<file path="config.mk">
export PLATFORM = sky130hd
export DESIGN_NAME = givens_internal_cell_flat
export DESIGN_NICKNAME = d
export VERILOG_FILES = /design/src/rtl/qrd_pkg.sv /design/src/rtl/givens_internal_cell_if.sv /design/src/rtl/givens_mac.sv /design/src/rtl/givens_internal_cell.sv /design/src/flat_wrapper.sv
export SDC_FILE = /design/constraint.sdc
export NUM_CORES = 1
export LEC_CHECK = 0
export BUFFER_PORTS_ARGS = -buffer_cell sky130_fd_sc_hd__buf_4
export CAP_MARGIN = 20
export CELL_PAD_IN_SITES_DETAIL_PLACEMENT = 0
export CELL_PAD_IN_SITES_GLOBAL_PLACEMENT = 2
export CORE_MARGIN = 4
export CORE_UTILIZATION = 44
export DETAILED_ROUTE_END_ITERATION = 10
export HOLD_SLACK_MARGIN = 0.06
export PLACE_DENSITY = 0.87
export RECOVER_POWER = 50
export SLEW_MARGIN = 5
export SYNTH_ARGS = -nofsm -noshare
export SYNTH_HDL_FRONTEND = slang
export SYNTH_SLANG_ARGS = --single-unit
</file>
<file path="constraint.sdc">
create_clock -name clk -period 7 [get_ports clk]
set_input_delay 1.05 -clock clk [delete_from_list [all_inputs] [get_ports clk]]
set_output_delay 1.05 -clock clk [all_outputs]
set_load 0.05 [all_outputs]
</file>
<file path="src/rtl/qrd_pkg.sv">
// Shared definitions for the QRD-RLS systolic array cells.
//   FRAC_BITS_DEF : default number of fractional bits (1.0 = 2^FRAC_BITS)
//   round_const   : half-LSB constant added before the fractional shift
//   sat_max/min   : two's complement limits for a given data width
//   state_t       : rotation sequencer states of the internal cell
package qrd_pkg;

  localparam int FRAC_BITS_DEF   = 6;
  localparam int ROUND_CONST_DEF = 1 << (FRAC_BITS_DEF - 1);

  function automatic int round_const(input int frac_bits);
    return 1 << (frac_bits - 1);
  endfunction

  function automatic int sat_max(input int data_length);
    return (1 << (data_length - 1)) - 1;
  endfunction

  function automatic int sat_min(input int data_length);
    return -(1 << (data_length - 1));
  endfunction

  typedef enum logic [2:0] {
    IDLE,
    WAIT_X,
    WAIT_ROT,
    MUL,
    ADD
  } state_t;

endpackage

</file>
<file path="src/rtl/givens_internal_cell_if.sv">
// Handshake/data bundle between a boundary-cell row and one internal cell.
//   master : driver side (boundary cell / row above / testbench)
//   slave  : the internal cell
//   clear, rot_valid, cos, sine, x_valid, x_in      : towards the cell
//   in_ready, x_out, x_out_valid, r_out, busy, sat_flag : from the cell
interface givens_internal_cell_if #(
  parameter int DATA_LENGTH = 8
);
  logic                          clear;
  logic                          rot_valid;
  logic signed [DATA_LENGTH-1:0] cos;
  logic signed [DATA_LENGTH-1:0] sine;
  logic                          x_valid;
  logic signed [DATA_LENGTH-1:0] x_in;
  logic                          in_ready;
  logic signed [DATA_LENGTH-1:0] x_out;
  logic                          x_out_valid;
  logic signed [DATA_LENGTH-1:0] r_out;
  logic                          busy;
  logic                          sat_flag;

  modport master (
    output clear, rot_valid, cos, sine, x_valid, x_in,
    input  in_ready, x_out, x_out_valid, r_out, busy, sat_flag
  );

  modport slave (
    input  clear, rot_valid, cos, sine, x_valid, x_in,
    output in_ready, x_out, x_out_valid, r_out, busy, sat_flag
  );
endinterface

</file>
<file path="src/rtl/givens_mac.sv">
// Two-stage Givens rotation datapath.
//   Stage 1 (mul_en edge): registers c*r, s*x, c*x, s*r.
//   Stage 2 (combinational): r_new = sat(round(c*r + s*x)),
//                            x_new = sat(round(c*x - s*r)), sat = either clamped.
// Ports: clk, rst, mul_en, c, s, r, x (operands), r_new, x_new, sat.
module givens_mac
  import qrd_pkg::*;
#(
  parameter int DATA_LENGTH = 8,
  parameter int FRAC_BITS   = FRAC_BITS_DEF
) (
  input  logic                          clk,
  input  logic                          rst,
  input  logic                          mul_en,
  input  logic signed [DATA_LENGTH-1:0] c,
  input  logic signed [DATA_LENGTH-1:0] s,
  input  logic signed [DATA_LENGTH-1:0] r,
  input  logic signed [DATA_LENGTH-1:0] x,
  output logic signed [DATA_LENGTH-1:0] r_new,
  output logic signed [DATA_LENGTH-1:0] x_new,
  output logic                          sat
);
  localparam int PW = 2 * DATA_LENGTH;
  localparam int SW = PW + 1;
  localparam logic signed [SW-1:0] RND  = SW'(round_const(FRAC_BITS));
  localparam logic signed [SW-1:0] MAXV = SW'(sat_max(DATA_LENGTH));
  localparam logic signed [SW-1:0] MINV = SW'(sat_min(DATA_LENGTH));

  logic signed [PW-1:0] p_cr, p_sx, p_cx, p_sr;

  always_ff @(posedge clk) begin
    if (rst) begin
      p_cr <= '0;
      p_sx <= '0;
      p_cx <= '0;
      p_sr <= '0;
    end else if (mul_en) begin
      p_cr <= c * r;
      p_sx <= s * x;
      p_cx <= c * x;
      p_sr <= s * r;
    end
  end

  logic signed [SW-1:0] r_sum, x_sum, r_sh, x_sh;
  logic r_hi, r_lo, x_hi, x_lo;

  always_comb begin
    r_sum = $signed({p_cr[PW-1], p_cr}) + $signed({p_sx[PW-1], p_sx});
    x_sum = $signed({p_cx[PW-1], p_cx}) - $signed({p_sr[PW-1], p_sr});
    // Adding half an LSB then flooring with >>> gives round-half-up.
    r_sh  = (r_sum + RND) >>> FRAC_BITS;
    x_sh  = (x_sum + RND) >>> FRAC_BITS;
    r_hi  = r_sh > MAXV;
    r_lo  = r_sh < MINV;
    x_hi  = x_sh > MAXV;
    x_lo  = x_sh < MINV;
    r_new = r_hi ? MAXV[DATA_LENGTH-1:0] : r_lo ? MINV[DATA_LENGTH-1:0] : r_sh[DATA_LENGTH-1:0];
    x_new = x_hi ? MAXV[DATA_LENGTH-1:0] : x_lo ? MINV[DATA_LENGTH-1:0] : x_sh[DATA_LENGTH-1:0];
    sat   = r_hi | r_lo | x_hi | x_lo;
  end

endmodule

</file>
<file path="src/rtl/givens_internal_cell.sv">
// QRD-RLS internal (off-diagonal) systolic cell. Collects a (cos, sine) pair and
// a sample x in any order, then rotates the stored element r against x:
//   r <= c*r + s*x,  x_out <= c*x - s*r  (rounded, saturated).
// Ports: clk, rst (sync, active high) and bus (slave modport):
//   clear, rot_valid, cos, sine, x_valid, x_in -> in_ready, x_out, x_out_valid,
//   r_out, busy, sat_flag.
module givens_internal_cell
  import qrd_pkg::*;
#(
  parameter int DATA_LENGTH = 8,
  parameter int FRAC_BITS   = FRAC_BITS_DEF
) (
  input logic                  clk,
  input logic                  rst,
  givens_internal_cell_if.slave bus
);
  state_t state, state_nxt;

  logic signed [DATA_LENGTH-1:0] c_q, s_q, x_q, r_q, x_out_q;
  logic signed [DATA_LENGTH-1:0] r_new, x_new;
  logic                          x_out_valid_q, sat_q, mac_sat;
  logic                          in_ready, rot_take, x_take;

  assign in_ready = (state == IDLE) || (state == WAIT_X) || (state == WAIT_ROT);
  assign rot_take = bus.rot_valid && in_ready;
  assign x_take   = bus.x_valid && in_ready;

  always_ff @(posedge clk) begin
    if (rst || bus.clear) state <= IDLE;
    else                  state <= state_nxt;
  end

  always_comb begin
    state_nxt = state;
    unique case (state)
      IDLE: begin
        if (bus.rot_valid && bus.x_valid) state_nxt = MUL;
        else if (bus.rot_valid)           state_nxt = WAIT_X;
        else if (bus.x_valid)             state_nxt = WAIT_ROT;
      end
      WAIT_X:   if (bus.x_valid)   state_nxt = MUL;
      WAIT_ROT: if (bus.rot_valid) state_nxt = MUL;
      MUL:      state_nxt = ADD;
      ADD:      state_nxt = IDLE;
      default:  state_nxt = IDLE;
    endcase
  end

  always_ff @(posedge clk) begin
    if (rst) begin
      c_q           <= '0;
      s_q           <= '0;
      x_q           <= '0;
      r_q           <= '0;
      x_out_q       <= '0;
      x_out_valid_q <= 1'b0;
      sat_q         <= 1'b0;
    end else if (bus.clear) begin
      // x_out keeps its last value; an aborted rotation never emits.
      c_q           <= '0;
      s_q           <= '0;
      x_q           <= '0;
      r_q           <= '0;
      x_out_valid_q <= 1'b0;
      sat_q         <= 1'b0;
    end else begin
      if (rot_take) begin
        c_q <= bus.cos;
        s_q <= bus.sine;
      end
      if (x_take) x_q <= bus.x_in;
      x_out_valid_q <= (state == ADD);
      if (state == ADD) begin
        r_q     <= r_new;
        x_out_q <= x_new;
        sat_q   <= sat_q | mac_sat;
      end
    end
  end

  givens_mac #(
    .DATA_LENGTH(DATA_LENGTH),
    .FRAC_BITS  (FRAC_BITS)
  ) u_mac (
    .clk   (clk),
    .rst   (rst),
    .mul_en(state == MUL),
    .c     (c_q),
    .s     (s_q),
    .r     (r_q),
    .x     (x_q),
    .r_new (r_new),
    .x_new (x_new),
    .sat   (mac_sat)
  );

  assign bus.in_ready    = in_ready;
  assign bus.busy        = (state == MUL) || (state == ADD);
  assign bus.x_out       = x_out_q;
  assign bus.x_out_valid = x_out_valid_q;
  assign bus.r_out       = r_q;
  assign bus.sat_flag    = sat_q;

endmodule

</file>
<file path="src/flat_wrapper.sv">
// flat-port wrapper written by rule: the top's interface ports become plain ports
module givens_internal_cell_flat import qrd_pkg::*;
#(
  parameter int DATA_LENGTH = 8,
  parameter int FRAC_BITS   = FRAC_BITS_DEF
)
  (clk, rst, bus_clear, bus_rot_valid, bus_cos, bus_sine, bus_x_valid, bus_x_in, bus_in_ready, bus_x_out, bus_x_out_valid, bus_r_out, bus_busy, bus_sat_flag);
  givens_internal_cell_if #(.DATA_LENGTH(DATA_LENGTH)) bus_i ();
  input logic clk;
  input logic rst;
  input wire logic [$bits(bus_i.clear)-1:0] bus_clear;
  input wire logic [$bits(bus_i.rot_valid)-1:0] bus_rot_valid;
  input wire logic [$bits(bus_i.cos)-1:0] bus_cos;
  input wire logic [$bits(bus_i.sine)-1:0] bus_sine;
  input wire logic [$bits(bus_i.x_valid)-1:0] bus_x_valid;
  input wire logic [$bits(bus_i.x_in)-1:0] bus_x_in;
  output wire logic [$bits(bus_i.in_ready)-1:0] bus_in_ready;
  output wire logic [$bits(bus_i.x_out)-1:0] bus_x_out;
  output wire logic [$bits(bus_i.x_out_valid)-1:0] bus_x_out_valid;
  output wire logic [$bits(bus_i.r_out)-1:0] bus_r_out;
  output wire logic [$bits(bus_i.busy)-1:0] bus_busy;
  output wire logic [$bits(bus_i.sat_flag)-1:0] bus_sat_flag;
  assign bus_i.clear = bus_clear;
  assign bus_i.rot_valid = bus_rot_valid;
  assign bus_i.cos = bus_cos;
  assign bus_i.sine = bus_sine;
  assign bus_i.x_valid = bus_x_valid;
  assign bus_i.x_in = bus_x_in;
  assign bus_in_ready = bus_i.in_ready;
  assign bus_x_out = bus_i.x_out;
  assign bus_x_out_valid = bus_i.x_out_valid;
  assign bus_r_out = bus_i.r_out;
  assign bus_busy = bus_i.busy;
  assign bus_sat_flag = bus_i.sat_flag;
  givens_internal_cell #(.DATA_LENGTH(DATA_LENGTH), .FRAC_BITS(FRAC_BITS)) u_core (.clk(clk), .rst(rst), .bus(bus_i));
endmodule
</file>
==> results_dict.tcl, run 1 <==
set metrics [dict create \
    hp-class "flop to flop" \
    die_x_um 195 \
    overflow 0 \
    synth_compound_area_share_pct 9.22 \
    ios 49 \
    synthAdderAreaFrac_pct 42.8 \
    clockBufferDepth 2 \
    period_needed_ns 5.24 \
    grt_first_pass_wirelength_mm 61.6 \
    critical_path.endpoint "u_core.u_mac.p_cx[15]" \
    ant_nets 0 \
    postSynthCellCount 1814 \
    cts_setup_buffers 0 \
    diodes 0 \
    fill_cells 3500 \
    syn_nets 2237 \
    synth-edff-count 0 \
    clk_root_buffer_cell "clkbuf_16" \
    synth_cell_type_count 61 \
    synth_seq_area_share_pct 14.2 \
    synth-simple-area-share_pct 19.1 \
    cp_slowest_cell "dfxtp_1" \
    globalplace.congestion 0.846 \
    end_kind "flop" \
    dieArea_um2 38000 \
    critPathBufInv 3 \
    die_h_um 195 \
    cp-startpoint "u_core.x_q[2]" \
    r2r_cells 18 \
    dpl.hpwl_mm 29.0 \
    cts-buffers-inserted 9 \
    path_class "flop to flop" \
    crit_chain "nand2_1 > fa_1 > inv_1 > fa_1 > inv_1 > fa_1 > fa_1 > inv_1 > ha_1 > a21oi_1 > o21ai_0 > a21oi_1 > nand2b_1 > a21boi_0 > o31a_1 > o41ai_1 > xnor2_1 > a211oi_1" \
    fin_nets 2235 \
    tns_ns 0 \
    status "complete, but fails checks" \
    power-per-cell-area_nw_per_um2 82.9 \
    ir_drop_mv 0.127 \
    critPathMaxFanout 17 \
    start_util_pct 44.5 \
    ys_ff_latch 109 \
    post_drt_wl_per_cell_um 16.0 \
    fin_skew_ns 0.00738 \
    num_rows 68 \
    cts_htree_levels 3 \
    reg2reg_to "u_core.u_mac.p_cx[15]" \
    cp.required_ns 7.15 \
    grt_max_degree 53 \
    cpMostUsedCell "fa_1" \
    slowest_delay_ns 0.85 \
    hold_viol_final 0 \
    tritoncts "built" \
    hold_path_depth 2 \
    ctsResizeCount 0 \
    violations "capacitance limit, slew limit" \
    coreArea_um2 34500 \
    first_iter_violations 520 \
    grt_use_total_pct 20.1 \
    tightest_slew_ns 2.65 \
    synth_xor_area_share_pct 3.52 \
    leakage_nw 7.83 \
    critPathTopFamily "adder cells" \
    cts.clk_slew.worst_paths_ns 0.07 \
    cap_viol_max_count 4 \
    setup_violations 0 \
    synth_warnings 0 \
    synth_top_family_by_area "adder cells" \
    antenna_found_initial 2 \
    slew_headroom_pct -76.8 \
    r2r_slack_ns 1.76 \
    cts.sinks 109 \
    synth_area_um2 15400 \
    rsz0062_at_grt "no" \
    post_cts_hold_buffer_count 0 \
    dr.pass1.iters 5 \
    synthArstFlopShare_pct 0 \
    final_cells 2272 \
    cp_num_cells 18 \
    crit_path_start_kind "flop" \
    port-buffer-count 48 \
    worst-endpoint-arrival_ns 5.38 \
    vias 11500 \
    fmax_ghz 0.191 \
    drc_errors 0 \
    routed_wl_mm 36.4 \
    finalCritPeriodShare_pct 74.8 \
    drv_slew 157 \
    avgSynthCellArea_um2 8.47 \
    synth_ff_type "dfxtp_1" \
    clkLatencyLatePin_ns 0.39 \
    syn2layout_area_growth_pct 6.26 \
    synth_mux_area_share_pct 0.358 \
    drive_gt1_share_pct 3.74 \
    reg2reg_from "u_core.x_q[2]" \
    place.detailed.instances 2256 \
    routed_via_density 5.05 \
    grt_pass1_vias 12100 \
]
-- layer usage --
layer	share of wire (%)	GRT usage, %	vias up
met2	47	33.3	154
met4	1.3	4.19	0
li1	-	-	5629
met3	3.7	2.95	24
met5	0	0	-
met1	49	28.1	5677
-- where the power goes --
part / switching, mW / internal [mW] / total [mW]
Clock: 0.261 / 0.308 / 0.570
Sequential: 0.0263 / 0.626 / 0.652
Combinational: 0.0799 / 0.0522 / 0.132
-- kinds of logic (layout without fill, tap and decap cells) --
logic type	count (synthesis)	count (layout)
mux	5	5
buf+inv	437	440
compound gates	236	236
fa+ha+maj	394	394
simple gates	572	572
xor+xnor	61	61
flops	109	109
-- worst register-to-register path, delay by kind of cell (launching register included) --
kind	cells	cell delay, ns
xor gates and xnor gates	1	0.21
buffers and inverters	3	0.21
adders and majority gates	5	2.04
AOI/OAI and AO/OA	7	1.35
and+or+nand+nor	2	0.35
DFF	1	0.85
-- Yosys cell counts (6+ instances only) --
library cell  number  area [um2]
and2_1           170        1060
nor4b_1            8        70.1
o21ai_0           47         235
a21o_1             9        67.6
nor2b_1           38         238
dfxtp_1          109        2180
a31oi_1           10        62.6
a21boi_0           8        60.1
nor3_1            14        70.1
clkbuf_1          65         244
nor2_1            64         240
nand3_1           28         140
nand3b_1           8        60.1
fa_1             220        4400
ha_1             174        2180
nand2_1          199         747
nand2b_1          14        87.6
or4_1              6        45.0
a21oi_1          116         581
a211oi_1          11        82.6
xor2_1             8        70.1
xnor2_1           52         455
inv_1            370        1390
-- cell type report --
class                           count  area [um2]  area share, %
Clock buffer                       12         267           1.63
Clock inverter                      4        53.8          0.329
Inverter                          370        1390           8.50
Multi-Input combinational cell   1268       11500           70.7
Sequential cell                   109        2180           13.4
Tap cell                          455         569           3.49
Timing Repair Buffer               54         323           1.98
-- layout by cell type (no fill, tap or decap), types with 3 or more instances in the layout --
master and instances:
inv_1 370, fa_1 220, nand2_1 199, ha_1 174
and2_1 169, a21oi_1 116, dfxtp_1 109, nor2_1 63
xnor2_1 52, o21ai_0 47, nor2b_1 38, buf_4 32
nand3_1 28, clkbuf_1 22, nand2b_1 14, nor3_1 14
a211oi_1 11, a31oi_1 10, a21o_1 9, clkbuf_16 9
xor2_1 8, a21boi_0 8, nand3b_1 8, nor4b_1 8
or4_1 6, o31ai_1 5, and3_1 5, o31a_1 5
mux2_2 4, or3_1 4, o41ai_1 4, clkbuf_8 3
-- state kept, by name, summed over array words and instances, names as in the netlist --
| register | cells |
|---|---|
| u_core.state | 3 |
| u_core.u_mac.p_sr | 16 |
| u_core.c_q | 8 |
| u_core.s_q | 8 |
| u_core.bus.sat_flag | 1 |
| u_core.bus.x_out | 8 |
| u_core.x_q | 8 |
| u_core.u_mac.p_cr | 16 |
| u_core.bus.r_out | 8 |
| u_core.bus.x_out_valid | 1 |
| u_core.u_mac.p_cx | 16 |
| u_core.u_mac.p_sx | 16 |
-- worst min-delay path by stage --
stage | start | end | slack (ns)
after floorplan | u_core.u_mac.p_cx[0] | u_core.u_mac.p_cx[0] | 0.43
after global placement | u_core.u_mac.p_sr[12] | u_core.u_mac.p_sr[12] | 0.44
after detailed placement | u_core.u_mac.p_sr[12] | u_core.u_mac.p_sr[12] | 0.45
after CTS | u_core.u_mac.p_sr[12] | u_core.u_mac.p_sr[12] | 0.46
after global routing | u_core.u_mac.p_sr[9] | u_core.u_mac.p_sr[9] | 0.46
final | u_core.u_mac.p_sr[12] | u_core.u_mac.p_sr[12] | 0.45
-- through the flow --
stage	power [mW]	hold WS (ns)	instance area (um2)	utilization [%]	setup slack, ns
detailed placement	0.801	0.446	16100	46.6	1.84
CTS	1.37	0.456	16400	47.5	1.82
floorplan	0.748	0.427	15400	-	2.14
global placement	0.799	0.442	16100	46.6	1.89
global route	1.41	0.461	16300	47.3	1.34
finish	1.35	0.451	16300	47.3	1.76
Power figures use the tool's default switching activity.
==> run 2: changes to the inputs <==
--- a/config.mk
+++ b/config.mk
@@ -10,10 +10,10 @@
 export CELL_PAD_IN_SITES_DETAIL_PLACEMENT = 0
 export CELL_PAD_IN_SITES_GLOBAL_PLACEMENT = 2
 export CORE_MARGIN = 4
-export CORE_UTILIZATION = 44
+export CORE_UTILIZATION = 40
 export DETAILED_ROUTE_END_ITERATION = 10
 export HOLD_SLACK_MARGIN = 0.06
-export PLACE_DENSITY = 0.87
+export PLACE_DENSITY = 0.8
 export RECOVER_POWER = 50
 export SLEW_MARGIN = 5
 export SYNTH_ARGS = -nofsm -noshare
==> constraint.sdc (replaced) <==
create_clock -name clk -period 5.2 [get_ports clk]
set_input_delay 0.78 -clock clk [delete_from_list [all_inputs] [get_ports clk]]
set_output_delay 0.78 -clock clk [all_outputs]
set_load 0.05 [all_outputs]
==> run 2 against run 1 <==
  * The flow still finishes with violations (capacitance limit, slew limit)
  * Non-clock buffer count rose by 44
  * Routed wire length rose by 2.7%
  * Final cell count rose by 4.4%
  * Final area rose by 2.9%
  * Clock skew rose by 0.0034 ns
  * Largest cell class unchanged
  * Largest power group unchanged
==> results_dict.tcl, run 2 (same netlist as run 1, synthesis figures left out) <==
set metrics [dict create \
    critPathMaxFanout 9 \
    overflow 0 \
    status "complete, but fails checks" \
    fill_cells 3923 \
    first_iter_violations 475 \
    crit_path_start_kind "flop" \
    cts_htree_levels 3 \
    cp-startpoint "u_core.x_q[5]" \
    grt_use_total_pct 18.8 \
    violations "capacitance limit, slew limit" \
    hp-class "flop to flop" \
    multi_input_area_um2 11500 \
    clkLatencyLatePin_ns 0.39 \
    dpl.hpwl_mm 30.7 \
    antenna_found_initial 1 \
    dieArea_um2 41600 \
    routed_wl_mm 37.4 \
    regArea_um2 2210 \
    start_util_pct 40.7 \
    crit_chain "nand2_1 > fa_1 > fa_1 > inv_1 > fa_1 > inv_1 > fa_1 > inv_1 > ha_1 > inv_1 > o21ai_0 > a21oi_1 > nand2b_1 > a21oi_1 > o31a_1 > o41ai_1 > xnor2_1 > a211oi_1" \
    place_ws_ns 0.157 \
    end_kind "flop" \
    cap_viol_max_count 2 \
    die_x_um 204 \
    syn2layout_area_growth_pct 9.38 \
    ant_nets 0 \
    grt_first_pass_wirelength_mm 62.4 \
    tightest_slew_ns 2.03 \
    finalCritPeriodShare_pct 93.6 \
    layout_common_cells "inv_1 (370), fa_1 (220), nand2_1 (199)" \
    drc_errors 0 \
    cts.sinks 109 \
    reg2reg_from "u_core.x_q[5]" \
    clk_root_buffer_cell "clkbuf_16" \
    post_drt_wl_per_cell_um 15.8 \
    tritoncts "built" \
    routed_via_density 4.85 \
    finalHoldWorstSlack_ns 0.456 \
    port-buffer-count 48 \
    drive_gt1_share_pct 7.47 \
    cts.clk_slew.worst_paths_ns 0.09 \
    fin_nets 2279 \
    vias 11500 \
    power-per-cell-area_nw_per_um2 113 \
    slowest_delay_ns 0.55 \
    cp.required_ns 5.37 \
    diodes 0 \
    holdCritStartpoint "u_core.u_mac.p_cx[0]" \
    path_class "flop to flop" \
    leakage_nw 8.12 \
    globalplace.congestion 0.818 \
    drv_slew 70 \
    rsz0062_at_grt "no" \
    fmax_ghz 0.206 \
    final_common_cell "inv_1" \
    slew_headroom_pct -35.0 \
    cts-buffers-inserted 9 \
    die_h_um 204 \
    ir_drop_mv 0.174 \
    setup_violations 0 \
    period_needed_ns 4.87 \
    coreArea_um2 37800 \
    dr.pass1.iters 5 \
    ios 49 \
    num_rows 71 \
    worst-endpoint-arrival_ns 5.04 \
    cp_slowest_cell "dfxtp_1" \
    tns_ns 0 \
    fin_skew_ns 0.0108 \
    grt_pass1_vias 12200 \
    worst_slack_ns 0.334 \
    grt_max_degree 43 \
    clockBufferDepth 2 \
    hold_viol_final 0 \
]
[run 2: cell types whose count changed in the layout (fill, tap and decap cells not counted), sizes merged]
cell	change
clkinvlp	-2
clkbuf	-10
inv	+2
bufinv	+1
clkinv	+2
buf	+51
[run 2: power breakdown]
part | internal (mW) | leakage (nW) | switching [mW]
combinational | 0.0787 | 7.06 | 0.121
sequential | 0.843 | 0.890 | 0.0244
clock | 0.436 | 0.165 | 0.392
[run 2: timing repair]
action	4_1_cts	5_1_grt
resized for setup	0	26
hold buffers	0	0
setup buffers	0	1
setup endpoints to repair	0	9
[run 2: through the flow]
stage	instances	power (mW)	utilization [%]	cell area, um2
6_report	2372	1.89	44.5	16800
5_1_grt	2372	1.98	44.5	16800
4_1_cts	2371	1.93	44.6	16800
3_5_place_dp	2355	1.09	43.7	16500
3_3_place_gp	2355	1.09	43.7	16500
2_1_floorplan	1814	1.01	-	15400
[run 2: final timing paths]
kind / slack (ns) / to / cells after the start
worst max-delay path: 0.33 / u_core.u_mac.p_sx[15] / 18
worst min register to register: 0.46 / u_core.u_mac.p_cx[0] / 2
worst max register to register: 0.33 / u_core.u_mac.p_sx[15] / 18
worst min-delay path: 0.46 / u_core.u_mac.p_cx[0] / 2
[run 2: cell type report]
cell class                      count  share of cell area, %
Clock buffer                        9                   1.34
Clock inverter                      7                  0.677
Inverter                          370                   8.26
Multi-Input combinational cell   1268                   68.7
Sequential cell                   109                   13.2
Tap cell                          511                   3.80
Timing Repair Buffer               98                   4.12
[run 2: layer usage]
layer / vias to the layer above / routed length (um) / global-route usage (%)
li1: 5709 / - / -
met3: 23 / 964 / 2.43
met4: 2 / 467 / 3.61
met5: - / 13 / 0
met1: 5646 / 18600 / 26.6
met2: 130 / 17300 / 31.3
[run 2: worst max-delay path: cells and delay by family (launching register included)]
kind / cells / cell delay, ns
fa+ha+maj: 5 / 2.40
xor+xnor: 1 / 0.18
compound gates: 6 / 1.04
flops: 1 / 0.55
simple gates: 2 / 0.25
buf+inv: 4 / 0.22
